$ cat src/rtl/i2c_pkg.sv
// Shared types and constants for the I2C memory-backed responder.
package i2c_pkg;

   typedef enum logic [2:0] {
      IDLE,
      ADDR,
      ACK_A,
      WDATA,
      ACK_D,
      RDATA,
      RACK,
      WAIT_STOP
   } i2c_slv_state_e;

   localparam int   I2C_ADDR_W  = 7;
   localparam int   I2C_DATA_W  = 8;
   localparam logic I2C_RW_READ = 1'b1;

endpackage

$ cat src/rtl/i2c_bus_sync.sv
// Brings asynchronous SCL/SDA into the clk domain and flags bus edges and START/STOP.
module i2c_bus_sync #(
   parameter int SYNC_STAGES = 2
) (
   input  logic clk,
   input  logic rst,
   input  logic scl_i,
   input  logic sda_i,
   output logic scl_rise,
   output logic scl_fall,
   output logic start_det,
   output logic stop_det,
   output logic sda_s
);

   logic [SYNC_STAGES-1:0] scl_p0, sda_p0;
   logic                   scl_p1, sda_p1;
   logic                   scl_s;

   // Idle bus is high on both lines, so preset to 1 to avoid phantom edges out of reset.
   always_ff @(posedge clk) begin
      if (rst) begin
         scl_p0 <= '1;
         sda_p0 <= '1;
         scl_p1 <= 1'b1;
         sda_p1 <= 1'b1;
      end else begin
         scl_p0 <= {scl_p0[SYNC_STAGES-2:0], scl_i};
         sda_p0 <= {sda_p0[SYNC_STAGES-2:0], sda_i};
         scl_p1 <= scl_s;
         sda_p1 <= sda_s;
      end
   end

   assign scl_s     = scl_p0[SYNC_STAGES-1];
   assign sda_s     = sda_p0[SYNC_STAGES-1];
   assign scl_rise  = scl_s & ~scl_p1;
   assign scl_fall  = ~scl_s & scl_p1;
   assign start_det = scl_s & scl_p1 & sda_p1 & ~sda_s;
   assign stop_det  = scl_s & scl_p1 & ~sda_p1 & sda_s;

endmodule

$ cat src/rtl/i2c_mem_slave.sv
// I2C responder: one address+R/W byte then one data byte, backed by a small register file.
module i2c_mem_slave
   import i2c_pkg::*;
#(
   parameter int ADDR_W      = I2C_ADDR_W,
   parameter int DATA_W      = I2C_DATA_W,
   parameter int SYNC_STAGES = 2
) (
   input  logic              clk,
   input  logic              rst,
   input  logic              scl_i,
   input  logic              sda_i,
   output logic              sda_oe,
   output logic              busy,
   output logic              done,
   output logic [ADDR_W-1:0] last_addr,
   output logic [DATA_W-1:0] last_data,
   output logic              last_rw
);

   logic scl_rise, scl_fall, start_det, stop_det, sda_s;

   i2c_bus_sync #(.SYNC_STAGES(SYNC_STAGES)) u_sync (
      .clk       (clk),
      .rst       (rst),
      .scl_i     (scl_i),
      .sda_i     (sda_i),
      .scl_rise  (scl_rise),
      .scl_fall  (scl_fall),
      .start_det (start_det),
      .stop_det  (stop_det),
      .sda_s     (sda_s)
   );

   i2c_slv_state_e    state, state_next;
   logic [2:0]        bit_cnt, cnt_next;
   logic [DATA_W-1:0] shreg, shreg_next, shift_in, rd_byte;
   logic [ADDR_W-1:0] addr_q, addr_next;
   logic              rw_q, rw_next, oe_q, oe_next, we, fin;
   logic [DATA_W-1:0] mem [2**ADDR_W];

   assign shift_in = {shreg[DATA_W-2:0], sda_s};
   assign rd_byte  = mem[addr_q];
   assign busy     = (state != IDLE);
   assign sda_oe   = oe_q & ~rst;

   always_comb begin
      state_next = state;
      cnt_next   = bit_cnt;
      shreg_next = shreg;
      addr_next  = addr_q;
      rw_next    = rw_q;
      oe_next    = oe_q;
      we         = 1'b0;
      fin        = 1'b0;
      // Bus conditions outrank any SCL edge seen in the same cycle.
      if (start_det) begin
         state_next = ADDR;
         cnt_next   = 3'd0;
         oe_next    = 1'b0;
      end else if (stop_det) begin
         state_next = IDLE;
         cnt_next   = 3'd0;
         oe_next    = 1'b0;
      end else begin
         case (state)
            IDLE: ;
            ADDR, WDATA: begin
               if (scl_rise) begin
                  shreg_next = shift_in;
                  cnt_next   = bit_cnt + 3'd1;
                  if (bit_cnt == 3'd7) begin
                     if (state == ADDR) begin
                        addr_next  = ADDR_W'(shift_in[DATA_W-1:1]);
                        rw_next    = shift_in[0];
                        state_next = ACK_A;
                     end else begin
                        we         = 1'b1;
                        state_next = ACK_D;
                     end
                  end
               end
            end
            // oe_q marks whether the ACK low has already been presented this phase.
            ACK_A: begin
               if (scl_fall) begin
                  if (!oe_q) begin
                     oe_next = 1'b1;
                  end else if (rw_q == I2C_RW_READ) begin
                     oe_next    = ~rd_byte[DATA_W-1];
                     shreg_next = {rd_byte[DATA_W-2:0], 1'b0};
                     cnt_next   = 3'd0;
                     state_next = RDATA;
                  end else begin
                     oe_next    = 1'b0;
                     cnt_next   = 3'd0;
                     state_next = WDATA;
                  end
               end
            end
            ACK_D: begin
               if (scl_fall) begin
                  oe_next = ~oe_q;
                  if (oe_q) state_next = WAIT_STOP;
               end
            end
            RDATA: begin
               if (scl_fall) begin
                  if (bit_cnt == 3'd7) begin
                     oe_next    = 1'b0;
                     cnt_next   = 3'd0;
                     state_next = RACK;
                  end else begin
                     oe_next    = ~shreg[DATA_W-1];
                     shreg_next = {shreg[DATA_W-2:0], 1'b0};
                     cnt_next   = bit_cnt + 3'd1;
                  end
               end
            end
            RACK: begin
               if (scl_rise) begin
                  fin        = 1'b1;
                  state_next = WAIT_STOP;
               end
            end
            WAIT_STOP: oe_next = 1'b0;
            default:   state_next = IDLE;
         endcase
      end
   end

   always_ff @(posedge clk) begin
      if (rst) begin
         state     <= IDLE;
         bit_cnt   <= 3'd0;
         shreg     <= '0;
         addr_q    <= '0;
         rw_q      <= 1'b0;
         oe_q      <= 1'b0;
         done      <= 1'b0;
         last_addr <= '0;
         last_data <= '0;
         last_rw   <= 1'b0;
         for (int i = 0; i < 2**ADDR_W; i++) mem[i] <= '0;
      end else begin
         state   <= state_next;
         bit_cnt <= cnt_next;
         shreg   <= shreg_next;
         addr_q  <= addr_next;
         rw_q    <= rw_next;
         oe_q    <= oe_next;
         done    <= we | fin;
         if (we) mem[addr_q] <= shift_in;
         if (we || fin) begin
            last_addr <= addr_q;
            last_data <= we ? shift_in : rd_byte;
            last_rw   <= rw_q;
         end
      end
   end

endmodule

$ cat config.mk
export PLATFORM = sky130hd
export DESIGN_NAME = i2c_mem_slave
export DESIGN_NICKNAME = d
export VERILOG_FILES = /design/src/rtl/i2c_pkg.sv /design/src/rtl/i2c_bus_sync.sv /design/src/rtl/i2c_mem_slave.sv
export SDC_FILE = /design/constraint.sdc
export NUM_CORES = 2
export LEC_CHECK = 0
export BUFFER_PORTS_ARGS = -buffer_cell sky130_fd_sc_hd__buf_2
export CORE_MARGIN = 1
export CORE_UTILIZATION = 40
export DETAILED_ROUTE_END_ITERATION = 12
export MAX_ROUTING_LAYER = met4
export PLACE_DENSITY = 0.58
export SLEW_MARGIN = 0
export SYNTH_ARGS = -nofsm -noshare
export SYNTH_HDL_FRONTEND = slang
export SYNTH_SLANG_ARGS = --single-unit
$ cat constraint.sdc
create_clock -name clk -period 3.67 [get_ports clk]
set_input_delay 0.1835 -clock clk [delete_from_list [all_inputs] [get_ports clk]]
set_output_delay 0.1835 -clock clk [all_outputs]
set_load 0.1 [all_outputs]
; Word level (Yosys, flattened, before mapping)
; Memory sizes are Yosys's and may differ from the RTL's. A register that Yosys moved wholly into a read port is not among the register bits.
; Cells that the tools add are included.
[op_classes]
addsub = 1
n_eq_ne = 28
mux = 55
bitwise_logic = 19
n_reduce_logical = 15
[op_table]
columns = op, n
row1 = $mux W8, 8
row2 = $mux W3, 16
row3 = $ne A4 B4 Y1 const B, 9
row4 = $mux W1, 24
row5 = $pmux W8 S3, 1
row6 = $ne A2 B2 Y1 const B, 11
row7 = $mux W7, 3
row8 = $reduce_and A10 Y1, 2
row9 = $eq A3 B3 Y1 const B, 5
row10 = $pmux W3 S5, 1
row11 = $not A1 Y1, 10
row12 = $pmux W3 S3, 1
row13 = $reduce_and A9 Y1, 1
row14 = $and A1 B1 Y1, 8
row15 = $reduce_or A8 Y1, 1
row16 = $reduce_bool A7 Y1, 1
row17 = $eq A3 B2 Y1 const B, 2
row18 = $reduce_and A6 Y1, 1
row19 = $reduce_bool A3 Y1, 2
row20 = $reduce_and A5 Y1, 1
row21 = $reduce_bool A5 Y1, 1
row22 = $pmux W1 S4, 1
row23 = $reduce_and A4 Y1, 1
row24 = $reduce_bool A4 Y1, 1
row25 = 6 further kinds, 6
[word_totals]
ff_bits = 46
mem_bits_rw = 1024
in_bits = 4
output_inout_bits = 19
elab_cells = 134
memories = 1
[mem_list]
columns = memory, words, word_bits, read_ports, rd_ports_with_merged_regs, wr, line
row1 = mem, 128, 8, 1, 1, 128, i2c_mem_slave.sv:40  ; logic [DATA_W-1:0] mem [2**ADDR_W];

; Logic depth before layout (Yosys ltp)
[depth]
ltp_word = 12
ltp_mapped = 10
mapped_depth_nobuf = 8

; Modules after synthesis
; From an unflattened synthesis, not the netlist that was laid out.
[unflattened]
hier_cells = 3329
area_unflattened_um2 = 49687.7
[by_module_without_submodules]
columns = module, n_inst, cells_each, area_each_um2
row1 = i2c_mem_slave, 1, 3313, 49497.5
row2 = i2c_bus_sync, 1, 16, 190.2

; Worst setup path after synthesis
; No wires, ideal clock.
[synth_timing]
kind = flip-flop to flip-flop
startpoint = reg bit_cnt[0]
endpoint = mem mem[119][0] (netlist name) (enable)
setup_time_ns = 0.384
t_arrival_ns = 2.491
required_ns = 3.286
slack_ns = 0.795
stages_incl_launch_ff = 11
n_path_buf = 3
period_less_slack_ns = 2.875
path_cell_list = dfxtp_1 > ha_1 > ha_1 > nor2b_1 > nand2_1 > nor2_1 > buf_2 > nand3_1 > clkbuf_1 > clkbuf_1 > o21ai_0
[synth_lines]
columns = element, line
row1 = start: declaration, i2c_mem_slave.sv:36  ; logic [2:0] bit_cnt, cnt_next;
row2 = start signal: assignment, i2c_mem_slave.sv:147  ; bit_cnt <= cnt_next;
row3 = end: declaration, i2c_mem_slave.sv:40

==> Implementation_results.wiki <==
{| class="wikitable"
! Metric !! Value
|-
| Outcome || complete, no violations
|-
| Total leakage power || 19.9 nW
|-
| Total vias in the final route || 28,574
|-
| Mean number of vias per cell || 5.47
|-
| Worst Hold Path Cells || 3
|-
| Root buffer selected by CTS || clkbuf_16
|-
| Detailed Route WL || 137,000 µm
|-
| Data arrival time of the worst path || 3.81 ns
|-
| Clock-pin slew of the registers on the worst-case setup and hold paths || 0.06 ns
|-
| Clk buf depth || 3
|-
| X dimension of the die || 354 µm
|-
| Share of synthesized cell area in and, or, nand and nor gates || 0.158
|-
| Final Hold Vio Count || 0
|-
| Router iterations before antenna repair || 7
|-
| Hold path startpoint || sda_i
|-
| Total of flip-flops plus latches after synthesis || 1,077
|-
| Via count of the first global-routing pass || 28,448
|-
| Number of antenna violations at the first check in global routing || 8
|-
| Final critical-path setup slack || 0.467 ns
|-
| Required time worst endpoint || 4.27 ns
|-
| Post-CTS setup repair buffer count || 0
|-
| Cell Pwr Density || 473 nW/µm²
|-
| Largest net degree at the start of global routing || 86
|-
| Final net count || 3,498
|-
| Mean instance size in the synthesized netlist || 14.9 µm²
|-
| Xor and xnor fraction of the mapped netlist area || 0.000353
|-
| Final clock period utilization by the worst path || 0.873
|-
| # port buffers || 22
|-
| I/O pin count || 23
|-
| Sequential fraction of the synthesis area || 0.641
|-
| Peak fanout along the critical path || 24
|-
| Maximum resistive drop on vdd || 0.000390 V
|-
| Post-synthesis compound-gate area fraction || 0.0329
|-
| Largest clock skew in the final design || 0.0367 ns
|-
| CTS tree || yes
|-
| Clk sink count || 1,077
|-
| Final ANT Viol Nets || 0
|-
| Remaining DRCs || 0
|-
| Crit Path Class || reg2reg
|-
| Count of flip-flops with a built-in enable after synthesis || 1,024
|-
| Routed wirelength normalized by instance count || 26.3 µm
|-
| H-tree levels || 3
|-
| Setup TNS Final || 0 ns
|-
| Post-Synthesis Cell Area || 49,700 µm²
|-
| Row Count || 128
|-
| Number of maximum-capacitance constraint violations || 0
|-
| Dpl ws || 0.460 ns
|-
| Congestion Overflow GR || 0
|-
| Worst-margin pin slew || 1.08 ns
|-
| Last weighted congestion value of the routability-driven placer || 0.890
|-
| Nature of the critical path startpoint || flop
|-
| Worst reg2reg endpoint || oe_q
|-
| Endpoints failing setup || 0
|-
| Detailed router's first-iteration violation count || 2,884
|-
| R2r worst-path depth || 10
|-
| Number of buffers created by CTS || 115
|-
| Post-detail-place hpwl || 89,700 µm
|-
| Ys flop type || edfxtp_1
|-
| Hold/Removal Path Class || in2reg
|-
| Warnings from Yosys || 0
|-
| Synthesized netlist net count || 3,346
|-
| Unrepaired setup endpoints after global routing || no
|-
| Overall track demand over capacity in global routing || 0.225
|-
| Adder-cell area share of the yosys netlist || 0.000504
|-
| Layout Cells excl Fill || 5,219
|-
| Headroom to the max-slew limit || 0.278
|-
| Sum of internal, switching and leakage power || 0.0269 W
|-
| Share of flip-flops with an asynchronous set or reset || 0
|-
| Die Height || 354 µm
|-
| Fraction of final layout cells with drive strength greater than 1 || 0.209
|-
| End point of the most critical hold path || u_sync.sda_p0[0]
|-
| Largest family of logic cells by synthesized area || simple AND/OR/NAND/NOR gates
|-
| Kind of end point of the critical path || flop
|-
| Later-pin clock latency in the skew report || 0.71 ns
|-
| Placeable core area || 123,000 µm²
|-
| Die area || 126,000 µm²
|-
| Proportion of synthesized area in mux cells || 0.142
|-
| Area growth syn-to-layout || 14.5%
|-
| Effective utilization at floorplan || 0.405
|-
| Fmax achieved || 0.312 GHz
|-
| Number of placed instances, taps included || 4,997
|-
| Min cycle time layout || 3.20 ns
|-
| Worst-case register-to-register setup slack || 0.47 ns
|-
| Wire length of the first global-routing pass || 201,000 µm
|-
| Number of pins with negative max-slew slack in the final report || 0
|-
| Post-synth cell types || 67
|-
| Syn Inst Count || 3,340
|}
routing by layer:
metal	track usage	vias up	wire (µm)	part of all wire
met2	0.345	1070	64200	0.47
met4	0.0627	0	3950	0.029
li1	-	12693	-	-
met5	-	-	0	0
met3	0.0342	210	9490	0.069
met1	0.312	14601	59300	0.43
state kept, by name, indices dropped and copies added (netlist names), named ones only:
name	cells
addr_q	7
bit_cnt	3
done	1
last_addr	7
last_data	8
last_rw	1
mem	1024
oe_q	1
rw_q	1
shreg	8
state	3
u_sync.scl_p0	2
u_sync.scl_p1	1
u_sync.sda_p0	2
u_sync.sda_p1	1
cells by family after synthesis:
kind of cell,count (synthesis)
simple gates,1335
flops,1077
mux,395
buf+inv,269
compound gates,260
xor+xnor,2
fa+ha+maj,2
worst max-delay path, stage by stage, from the launching register on:
cell and delay, ns:
dfxtp_4 0.72, buf_12 0.26, buf_12 0.25, buf_4 0.20, nor2b_1 0.38, a22o_1 0.19
a311oi_1 0.05, a2111oi_1 0.50, a211oi_1 0.16, buf_4 0.18, a31o_1 0.20
per-stage QoR:
stage / cell area, µm² / utilization / hold WS, ns
finish: 56900 / 0.464 / 0.203
global route: 56900 / 0.464 / 0.204
CTS: 56900 / 0.464 / 0.143
detailed placement: 53000 / 0.432 / 0.368
global placement: 53000 / 0.432 / 0.369
floorplan: 49700 / - / 0.287
cells in the final DEF (no fill, tap or decap), types with 7 or more instances in the layout:
cell	synthesis	routed
dfxtp_4	0	10
clkinv_2	0	25
a21oi_1	7	7
a22oi_1	62	62
nand2_1	23	22
clkinv_1	0	14
clkinvlp_4	0	9
dfxtp_1	53	43
buf_12	0	22
buf_2	29	22
nor2_1	173	173
clkbuf_1	188	24
nor2b_1	15	15
nand2b_1	11	11
nor3_1	16	16
or2_2	7	7
clkbuf_8	0	8
mux2i_1	145	145
mux4_2	245	245
bufinv_16	0	12
o22ai_1	8	8
clkbuf_16	0	118
edfxtp_1	1024	1024
buf_4	26	251
o21ai_0	132	132
nand3_1	17	13
nand4_1	15	15
and2_1	1029	1029
synth_stat cells, drive strengths merged, types with 2 or more instances:
cell | n | area, µm²
a2111oi | 3 | 27.5
a211oi | 4 | 30.0
a21o | 3 | 22.5
a21oi | 7 | 35.0
a221oi | 2 | 17.5
a22o | 5 | 43.8
a22oi | 62 | 465
a31oi | 5 | 31.3
and2 | 1029 | 6440
and3 | 6 | 42.5
and4 | 3 | 26.3
buf | 75 | 509
clkbuf | 188 | 706
dfxtp | 53 | 1060
edfxtp | 1024 | 30700
ha | 2 | 25.0
inv | 6 | 22.5
mux2 | 2 | 22.5
mux2i | 145 | 1450
mux4 | 248 | 5600
nand2 | 23 | 86.3
nand2b | 11 | 68.8
nand3 | 17 | 85.1
nand3b | 3 | 22.5
nand4 | 15 | 93.8
nor2 | 173 | 649
nor2b | 15 | 93.8
nor3 | 16 | 80.1
nor3b | 4 | 30.0
nor4 | 4 | 31.3
o21ai | 134 | 671
o21bai | 2 | 15.0
o221ai | 4 | 35.0
o22ai | 9 | 62.6
o311a | 3 | 30.0
o31ai | 2 | 15.0
o32ai | 5 | 43.8
or2 | 7 | 43.8
or3 | 2 | 12.5
or3b | 3 | 26.3
xnor2 | 2 | 17.5
how the worst max path moves through the flow:
stage / start / to / cells after the start
after floorplan: bit_cnt[0] / mem[119][0] / 10
after global placement: flop / last_data[7] / 8
after detailed placement: flop / oe_q / 10
after CTS: flop / oe_q / 10
after global routing: flop / oe_q / 10
final: flop / oe_q / 10
final cells by class:
| cell class | instances | area, µm² |
|---|---|---|
| multi-input cells | 1994 | 16600 |
| fillers | 10659 | 65700 |
| clock inverters | 67 | 686 |
| diodes | 2 | 5.00 |
| well taps | 1625 | 2030 |
| clock buffers | 150 | 3150 |
| inverters | 6 | 30.0 |
| flip-flops and latches | 1077 | 31800 |
| repair buffers | 298 | 2460 |
power breakdown:
part           leakage [nW]  internal [W]  switching (W)
sequential             10.2        0.0140       0.000199
combinational          7.84      0.000353       0.000510
clock                  1.87       0.00689        0.00496
total                  19.9        0.0212        0.00567
timing repair:
action | in CTS | in global routing
resized for setup | 0 | 0
endpoints found under the hold margin | 7 | 0
hold buffers | 3 | 0
No activity file was read; power rests on OpenSTA's default activity.
